===== src/rtl/serial_subtractor_pkg.sv =====
// Shared types and sizing helpers for the bit-serial subtractor.
package serial_subtractor_pkg;

    typedef enum logic [1:0] {
        IDLE = 2'd0,
        BUSY = 2'd1,
        DONE = 2'd2
    } sub_state_t;

    // Wide enough to hold the value BITWIDTH itself, so the step count never wraps.
    function automatic int cnt_width(input int bw);
        return $clog2(bw + 1);
    endfunction

endpackage


===== src/rtl/serial_subtractor_sub_cell.sv =====
// One-bit full subtractor evaluated once per bit-step by the serial datapath.
module sub_cell (
    input  logic x,
    input  logic y,
    input  logic bi,
    output logic diff,
    output logic bo
);

    assign diff = x ^ y ^ bi;
    assign bo   = (~x & y) | (~(x ^ y) & bi);

endmodule


===== src/rtl/serial_subtractor.sv =====
// Bit-serial subtractor, LSB first, with valid/ready handshakes on both sides.
// Define SERIAL_SUBTRACTOR_OVF_EN to add the registered signed-overflow output ovf.
module serial_subtractor
    import serial_subtractor_pkg::*;
#(
    parameter int BITWIDTH = 8
) (
    input  logic                clk,
    input  logic                rst,
    input  logic                in_valid,
    output logic                in_ready,
    input  logic [BITWIDTH-1:0] a,
    input  logic [BITWIDTH-1:0] b,
    input  logic                bin,
    output logic                out_valid,
    input  logic                out_ready,
    output logic [BITWIDTH-1:0] d,
`ifdef SERIAL_SUBTRACTOR_OVF_EN
    output logic                ovf,
`endif
    output logic                bout
);

    localparam int              CNT_W     = cnt_width(BITWIDTH);
    localparam logic [CNT_W-1:0] LAST_STEP = CNT_W'(BITWIDTH - 1);
    localparam logic [CNT_W-1:0] CNT_ONE   = CNT_W'(1'b1);

    sub_state_t          state_q, state_d;
    logic                in_ready_q, in_ready_d;
    logic                out_valid_q, out_valid_d;
    logic [BITWIDTH-1:0] a_sh_q, a_sh_d;
    logic [BITWIDTH-1:0] b_sh_q, b_sh_d;
    logic [BITWIDTH-1:0] d_q, d_d;
    logic                borrow_q, borrow_d;
    logic                bout_q, bout_d;
    logic [CNT_W-1:0]    cnt_q, cnt_d;
    logic                cell_diff_s, cell_bo_s;
    logic                accept_s, last_step_s;
`ifdef SERIAL_SUBTRACTOR_OVF_EN
    logic                ovf_q, ovf_d;
`endif

    sub_cell u_cell (
        .x    (a_sh_q[0]),
        .y    (b_sh_q[0]),
        .bi   (borrow_q),
        .diff (cell_diff_s),
        .bo   (cell_bo_s)
    );

    assign accept_s    = (state_q == IDLE) && in_valid && in_ready_q;
    assign last_step_s = (cnt_q == LAST_STEP);

    // Next-state logic; handshake flags are registered from the next state.
    always_comb begin
        state_d = state_q;
        case (state_q)
            IDLE: begin
                if (accept_s) state_d = BUSY;
                else          state_d = IDLE;
            end
            BUSY: begin
                if (last_step_s) state_d = DONE;
                else             state_d = BUSY;
            end
            DONE: begin
                if (out_valid_q && out_ready) state_d = IDLE;
                else                          state_d = DONE;
            end
            default: state_d = IDLE;
        endcase
        in_ready_d  = (state_d == IDLE);
        out_valid_d = (state_d == DONE);
    end

    // Datapath: load on accept, shift one bit per BUSY cycle, hold otherwise.
    always_comb begin
        a_sh_d   = a_sh_q;
        b_sh_d   = b_sh_q;
        d_d      = d_q;
        borrow_d = borrow_q;
        bout_d   = bout_q;
        cnt_d    = cnt_q;
`ifdef SERIAL_SUBTRACTOR_OVF_EN
        ovf_d    = ovf_q;
`endif
        if (accept_s) begin
            a_sh_d   = a;
            b_sh_d   = b;
            borrow_d = bin;
            cnt_d    = '0;
        end else if (state_q == BUSY) begin
            a_sh_d             = a_sh_q >> 1'b1;
            b_sh_d             = b_sh_q >> 1'b1;
            d_d                = d_q >> 1'b1;
            d_d[BITWIDTH-1]    = cell_diff_s;
            borrow_d           = cell_bo_s;
            cnt_d              = cnt_q + CNT_ONE;
            // The MSB step also latches the final borrow (and overflow) into the result.
            if (last_step_s) begin
                bout_d = cell_bo_s;
`ifdef SERIAL_SUBTRACTOR_OVF_EN
                ovf_d  = borrow_q ^ cell_bo_s;
`endif
            end else begin
                bout_d = bout_q;
            end
        end else begin
            cnt_d = cnt_q;
        end
    end

    // State and datapath registers with synchronous reset.
    always_ff @(posedge clk) begin
        if (rst) begin
            state_q     <= IDLE;
            in_ready_q  <= 1'b0;
            out_valid_q <= 1'b0;
            a_sh_q      <= '0;
            b_sh_q      <= '0;
            d_q         <= '0;
            borrow_q    <= 1'b0;
            bout_q      <= 1'b0;
            cnt_q       <= '0;
`ifdef SERIAL_SUBTRACTOR_OVF_EN
            ovf_q       <= 1'b0;
`endif
        end else begin
            state_q     <= state_d;
            in_ready_q  <= in_ready_d;
            out_valid_q <= out_valid_d;
            a_sh_q      <= a_sh_d;
            b_sh_q      <= b_sh_d;
            d_q         <= d_d;
            borrow_q    <= borrow_d;
            bout_q      <= bout_d;
            cnt_q       <= cnt_d;
`ifdef SERIAL_SUBTRACTOR_OVF_EN
            ovf_q       <= ovf_d;
`endif
        end
    end

    assign in_ready  = in_ready_q;
    assign out_valid = out_valid_q;
    assign d         = d_q;
    assign bout      = bout_q;
`ifdef SERIAL_SUBTRACTOR_OVF_EN
    assign ovf       = ovf_q;
`endif

endmodule


===== config.mk =====
export PLATFORM = sky130hd
export DESIGN_NAME = serial_subtractor
export DESIGN_NICKNAME = d
export VERILOG_FILES = /design/src/rtl/serial_subtractor_pkg.sv /design/src/rtl/serial_subtractor_sub_cell.sv /design/src/rtl/serial_subtractor.sv
export SDC_FILE = /design/constraint.sdc
export NUM_CORES = 1
export LEC_CHECK = 0
export CORE_ASPECT_RATIO = 0.7
export CORE_MARGIN = 1.5
export CORE_UTILIZATION = 50
export DETAILED_ROUTE_END_ITERATION = 6
export DONT_BUFFER_PORTS = 1
export GPL_ROUTABILITY_DRIVEN = 1
export GPL_TIMING_DRIVEN = 0
export PLACE_DENSITY = 0.64
export SKIP_CTS_REPAIR_TIMING = 1
export SLEW_MARGIN = 20
export SYNTH_ARGS = -nofsm -noshare
export SYNTH_HDL_FRONTEND = slang
export SYNTH_SLANG_ARGS = --single-unit

===== constraint.sdc =====
create_clock -name clk -period 1.4 [get_ports clk]
set_input_delay 0.28 -clock clk [delete_from_list [all_inputs] [get_ports clk]]
set_output_delay 0.28 -clock clk [all_outputs]
set_load 0.05 [all_outputs]

=== Yosys cells after proc, flatten, opt, wreduce, memory -nomap -nowiden ===
Index checks and enable logic that the tools add are counted.

* Flip-flop bits (word level): 34
* Bits in latches: 0
* Bits in writable memories: 0
* Bits in read-only memories: 0
* Output and inout port bits: 11
* Memories kept: 0

* Add/subtract/negate cells: 1
* Multiply operators: 0
* Div/mod/pow operators: 0
* $lt $le $gt $ge: 0
* Equality and inequality tests: 4
* Shift-type cells: 0
* Muxes and demuxes: 10
* Bitwise operators: 8
* Reductions and logical operators: 9

{| class="wikitable"
|+ Operator list
! operator !! number
|-
| 8-bit two-way mux || 4
|-
| 2-bit one-hot mux with 3 select lines || 1
|-
| 4-bit by 1-bit adder with 4-bit output (second input constant) || 1
|-
| 2-bit equality test (second input constant) || 2
|-
| 4-bit by 3-bit equality test with 1-bit output (second input constant) || 1
|-
| 2-bit zero test || 2
|-
| 2-bit two-way mux || 2
|-
| 1-bit logical AND || 3
|-
| 1-bit two-way mux || 3
|-
| 1-bit inverter || 3
|-
| 3-bit AND reduction || 1
|-
| 1-bit bitwise AND || 2
|-
| 2-bit by 1-bit equality test with 1-bit output (second input constant) || 1
|-
| 2-bit AND reduction || 1
|-
| 2-bit nonzero test || 1
|-
| 2-bit OR reduction || 1
|-
| 1-bit bitwise XOR || 2
|-
| 1-bit OR || 1
|}

=== Logic depth before layout (Yosys ltp) ===
* Depth in word-level cells: 6
* Depth in mapped cells: 5

=== Hierarchy ===
A second synthesis with hierarchy kept.

* Cell total of the unflattened synthesis: 167
* Area total of the unflattened synthesis: 1433.9 µm²

{| class="wikitable"
|+ Modules (own cells, without submodules)
! module !! times used !! cells an instance !! area an instance (µm²) !! seq. area each (µm²)
|-
| serial_subtractor || 1 || 163 || 1402.6 || 680.7
|-
| sub_cell || 1 || 4 || 31.3 || 0.0
|}

=== Worst setup path before layout ===
No wires, ideal clock.

* Path type: register to register
* Start: register in_ready_q (netlist: in_ready)
* End: register b_sh_q[2]
* Arrival: 1.405 ns
* Data required time: 1.321 ns
* Path slack: -0.085 ns
* Cell stages (with the launch flop): 6
* Period minus slack after synthesis: 1.485 ns
* Cell sequence: dfxtp_1 -> nor4bb_1 -> buf_4 -> buf_12 -> a21oi_2 -> a211oi_2

* Cells in the longest elaborated chain, start to end: 2

{| class="wikitable"
|+ RTL lines
! what !! RTL line !! RTL
|-
| start, declared || serial_subtractor.sv:29 || <nowiki>logic in_ready_q, in_ready_d;</nowiki>
|-
| start signal, assigned || serial_subtractor.sv:130 || <nowiki>in_ready_q <= in_ready_d;</nowiki>
|-
| 1-bit logical AND (*) || serial_subtractor.sv:51 || <nowiki>assign accept_s = (state_q == IDLE) && in_valid && in_ready_q;</nowiki>
|-
| 8-bit two-way mux or 2-bit nonzero test (tied branches) || - ||
|-
| end signal, assigned || serial_subtractor.sv:133 || <nowiki>b_sh_q <= b_sh_d;</nowiki>
|-
| end, declared || serial_subtractor.sv:32 || <nowiki>logic [BITWIDTH-1:0] b_sh_q, b_sh_d;</nowiki>
|}

Mark *: on every way between the ends. The rest lies on a longest branch, timed or not.
A chain may end at the register's enable or synchronous reset.

=== Worst setup path after layout ===
* Start: register in_ready_q (netlist: in_ready)
* End: register b_sh_q[4]

Same word-level chain as after synthesis.

==> results.cfg <==
[timing]
tightestPinTransition_ns = 0.5415
fin_hold_ws_ns = 0.1409
setup-violations-final = 0
layout_worst_path_cycle_share_pct = 94.97
setup_slack_ns = 0.07040
worst_clock_skew_ns = 0.003598
fmaxAchievable_mhz = 752.1
max-slew-margin-rel_pct = 63.85
hold_viol = 0
report.final.slew_viol_count = 0
final_period_minus_worst_setup_slack_ns = 1.330

[worst_hold_path]
min_from = a[7]
timing.hold.worst_endpoint = a_sh_q[7]$_SDFFE_PP0P_
min_delay_path_depth = 2
min_path_type = in2reg

[synth]
synth-seq-area-share_pct = 47.35
netlist_area_before_placement_um2 = 1438
synthesis.yosys.warnings = 0
synth_area_per_cell_um2 = 8.766
synthCells = 164
ys_ff_latch = 34
postSynthNetCount = 187
yosysUniqueCellTypes = 29

[finish]
num-nets-final = 196
antenna_cells_inserted = 0
layout_common_cells = 31 x nand2_1, 31 x dfxtp_1, 26 x a21oi_1, 15 x nor2_1, 8 x a211oi_1
synthToLayoutAreaGrowth_pct = 12.27
post_route_cells_drive_above_1_share_pct = 17.34
final-instance-count-excl-fill = 209
finalCoreUtilization_pct = 58.42
nFillCells = 246
design_area_um2 = 1614

[routing]
vias = 1178
drt_first_pass_iters = 4
vias_per_cell = 5.636
wl_per_cell_um = 15.15
drt_iter0_markers = 43
post-route-drc-count = 0
route.antenna.remaining_nets = 0
route.final.wire_length_um = 3167

[outcome]
outcome = completed

[clock_network]
clock_insertion_delay_worst_skew_ns = 0.28
cts_tree = built
clock_path_buffers = 2
clock_tree.root_cell = clkbuf_8
cts_htree_levels = 2
numCtsBuffers = 5
cts.sinks = 34
reg_clk_slew_reported_paths_ns = 0.06

[critical_path]
regToRegSetupSlack_ns = 0.07
crit_buf_inv = 2
cp_slowest_stage_delay_ns = 0.44
worst-setup-path-type = reg2reg
rr_endpoint = b_sh_q[4]$_SDFFE_PP0P_
end_kind = flip-flop
cp.arrival_ns = 1.54
regToRegStartpoint = in_ready$_SDFF_PP0_
timing.critical_path.cells = nor4bb_4, buf_6, buf_12, a21oi_2, a211oi_2
worstSetupStartpointType = flip-flop
critical_path.slowest_cell = dfxtp_4
critical_path.max_fanout = 10
critical_path_required_ns = 1.61
worst_reg_to_reg_cells = 5
worst_path_dominant_cell_family = flip-flops

[global_route]
grt-ovfl-total = 0
grt_pass1_wl_um = 4733
grt_max_degree = 11
first_global_vias = 1010
initial_antenna_violation_count = 0
globalRouteTotalUtil_pct = 21.05

[placement]
placed_cells_incl_taps = 200
io_buffer_count = 0
place.detailed.hpwl_um = 2179
placed_cell_area_um2 = 1484
routabilityCongestion = 0.7692
place_ws_ns = -0.1170

[floorplanning]
fp.coreArea_um2 = 2763
die-width_um = 67.09
floorplan_row_count = 16
die_y_um = 47.86
ioPinCount = 32
die_area_um2 = 3211
start_util_pct = 52.04

[pwr]
peak_ir_drop_on_the_vdd_network_uv = 610.3
power_density_nw_per_um2 = 1249
power_leakage_nw = 0.5484

[flow_run]
max_cap_viol_count = 0
-- power breakdown --
group          internal, mW  switching [mW]  total [mW]  leakage [nW]
Clock                 0.342           0.334       0.676        0.0383
Sequential             1.02          0.0572        1.08         0.278
Combinational         0.118           0.145       0.263         0.232
Total                  1.48           0.536        2.02         0.548
-- how the worst max path moves through the flow --
stage,start,to,slack [ns],cells past startpoint
floorplan,in_ready$_SDFF_PP0_,b_sh_q[2]$_SDFFE_PP0P_,0.08,5
global placement,in_ready$_SDFF_PP0_,b_sh_q[4]$_SDFFE_PP0P_,-0.06,5
detailed placement,in_ready$_SDFF_PP0_,b_sh_q[3]$_SDFFE_PP0P_,-0.12,5
CTS,in_ready$_SDFF_PP0_,b_sh_q[3]$_SDFFE_PP0P_,-0.14,5
global route,state_q[1]$_SDFF_PP0_,b_sh_q[1]$_SDFFE_PP0P_,-0.03,5
finish,in_ready$_SDFF_PP0_,b_sh_q[4]$_SDFFE_PP0P_,0.07,5
-- Yosys cell counts --
master     instances  area, um2
buf_12             1      20.02
nand3b_1           3      22.52
o21ai_0            1      5.000
nor4bb_1           1      10.01
a22oi_1            4      30.03
buf_4              5      37.54
a21oi_1           26      130.1
nor3b_1            1      7.510
nand2b_1           2      12.51
fa_1               1      20.02
a31o_2             1      8.760
buf_6              1      11.26
xor2_1             1      8.760
buf_2              4      20.02
or3_1              1      6.260
a211oi_1           8      60.06
inv_1              2      7.510
a211oi_2           4      50.05
nor4b_1            1      8.760
clkbuf_1           2      7.510
xnor2_1            1      8.760
nand4bb_1          1      11.26
ha_1               1      12.51
dfxtp_1           34      680.7
nor2b_1            1      6.260
nand3_1            7      35.03
nor2_1            15      56.30
a21oi_2            3      26.28
nand2_1           31      116.4
-- worst register-to-register path, cell delays in order (launching register included) --
cell      delay, ns
dfxtp_4        0.44
nor4bb_4       0.25
buf_6          0.18
buf_12         0.14
a21oi_2        0.04
a211oi_2       0.20
-- per-stage QoR --
| step | setup TNS (ns) | power, mW |
|---|---|---|
| after CTS | -0.9211 | 2.004 |
| after floorplan | 0 | 1.280 |
| final | 0 | 2.016 |
| after global placement | -0.1968 | 1.330 |
| after global routing | -0.02544 | 2.103 |
| after detailed placement | -0.6207 | 1.336 |
-- routing by layer --
metal	track usage (%)	wire length, um
met1	26.75	1453
met3	4.941	160
met4	12.24	92
met2	33.66	1461
met5	0	0
-- cell families after synthesis --
group | after synthesis | share of synthesized area, %
AOI/OAI and AO/OA | 47 | 21.58
DFF | 34 | 47.35
xor gates and xnor gates | 2 | 1.219
adders and majority gates | 2 | 2.263
buffers and inverters | 15 | 7.224
and+or+nand+nor | 64 | 20.37
-- registers in the layout (all words and copies together) (netlist names) --
signal / cells
a_sh_q: 8
b_sh_q: 8
d: 8
cnt_q: 4
state_q: 2
borrow_q: 1
bout: 1
in_ready: 1
out_valid: 1
-- cell type report --
class	instances	area [um2]	area share (%)
plain buffers	13	102.6	6.357
repair buffers	2	27.53	1.705
flip-flops and latches	34	686.9	42.56
multi-input cells	115	668.1	41.40
well taps	36	45.04	2.791
inverters	2	7.507	0.4651
clock buffers	7	76.32	4.729
(Power assumes the default switching activity.)
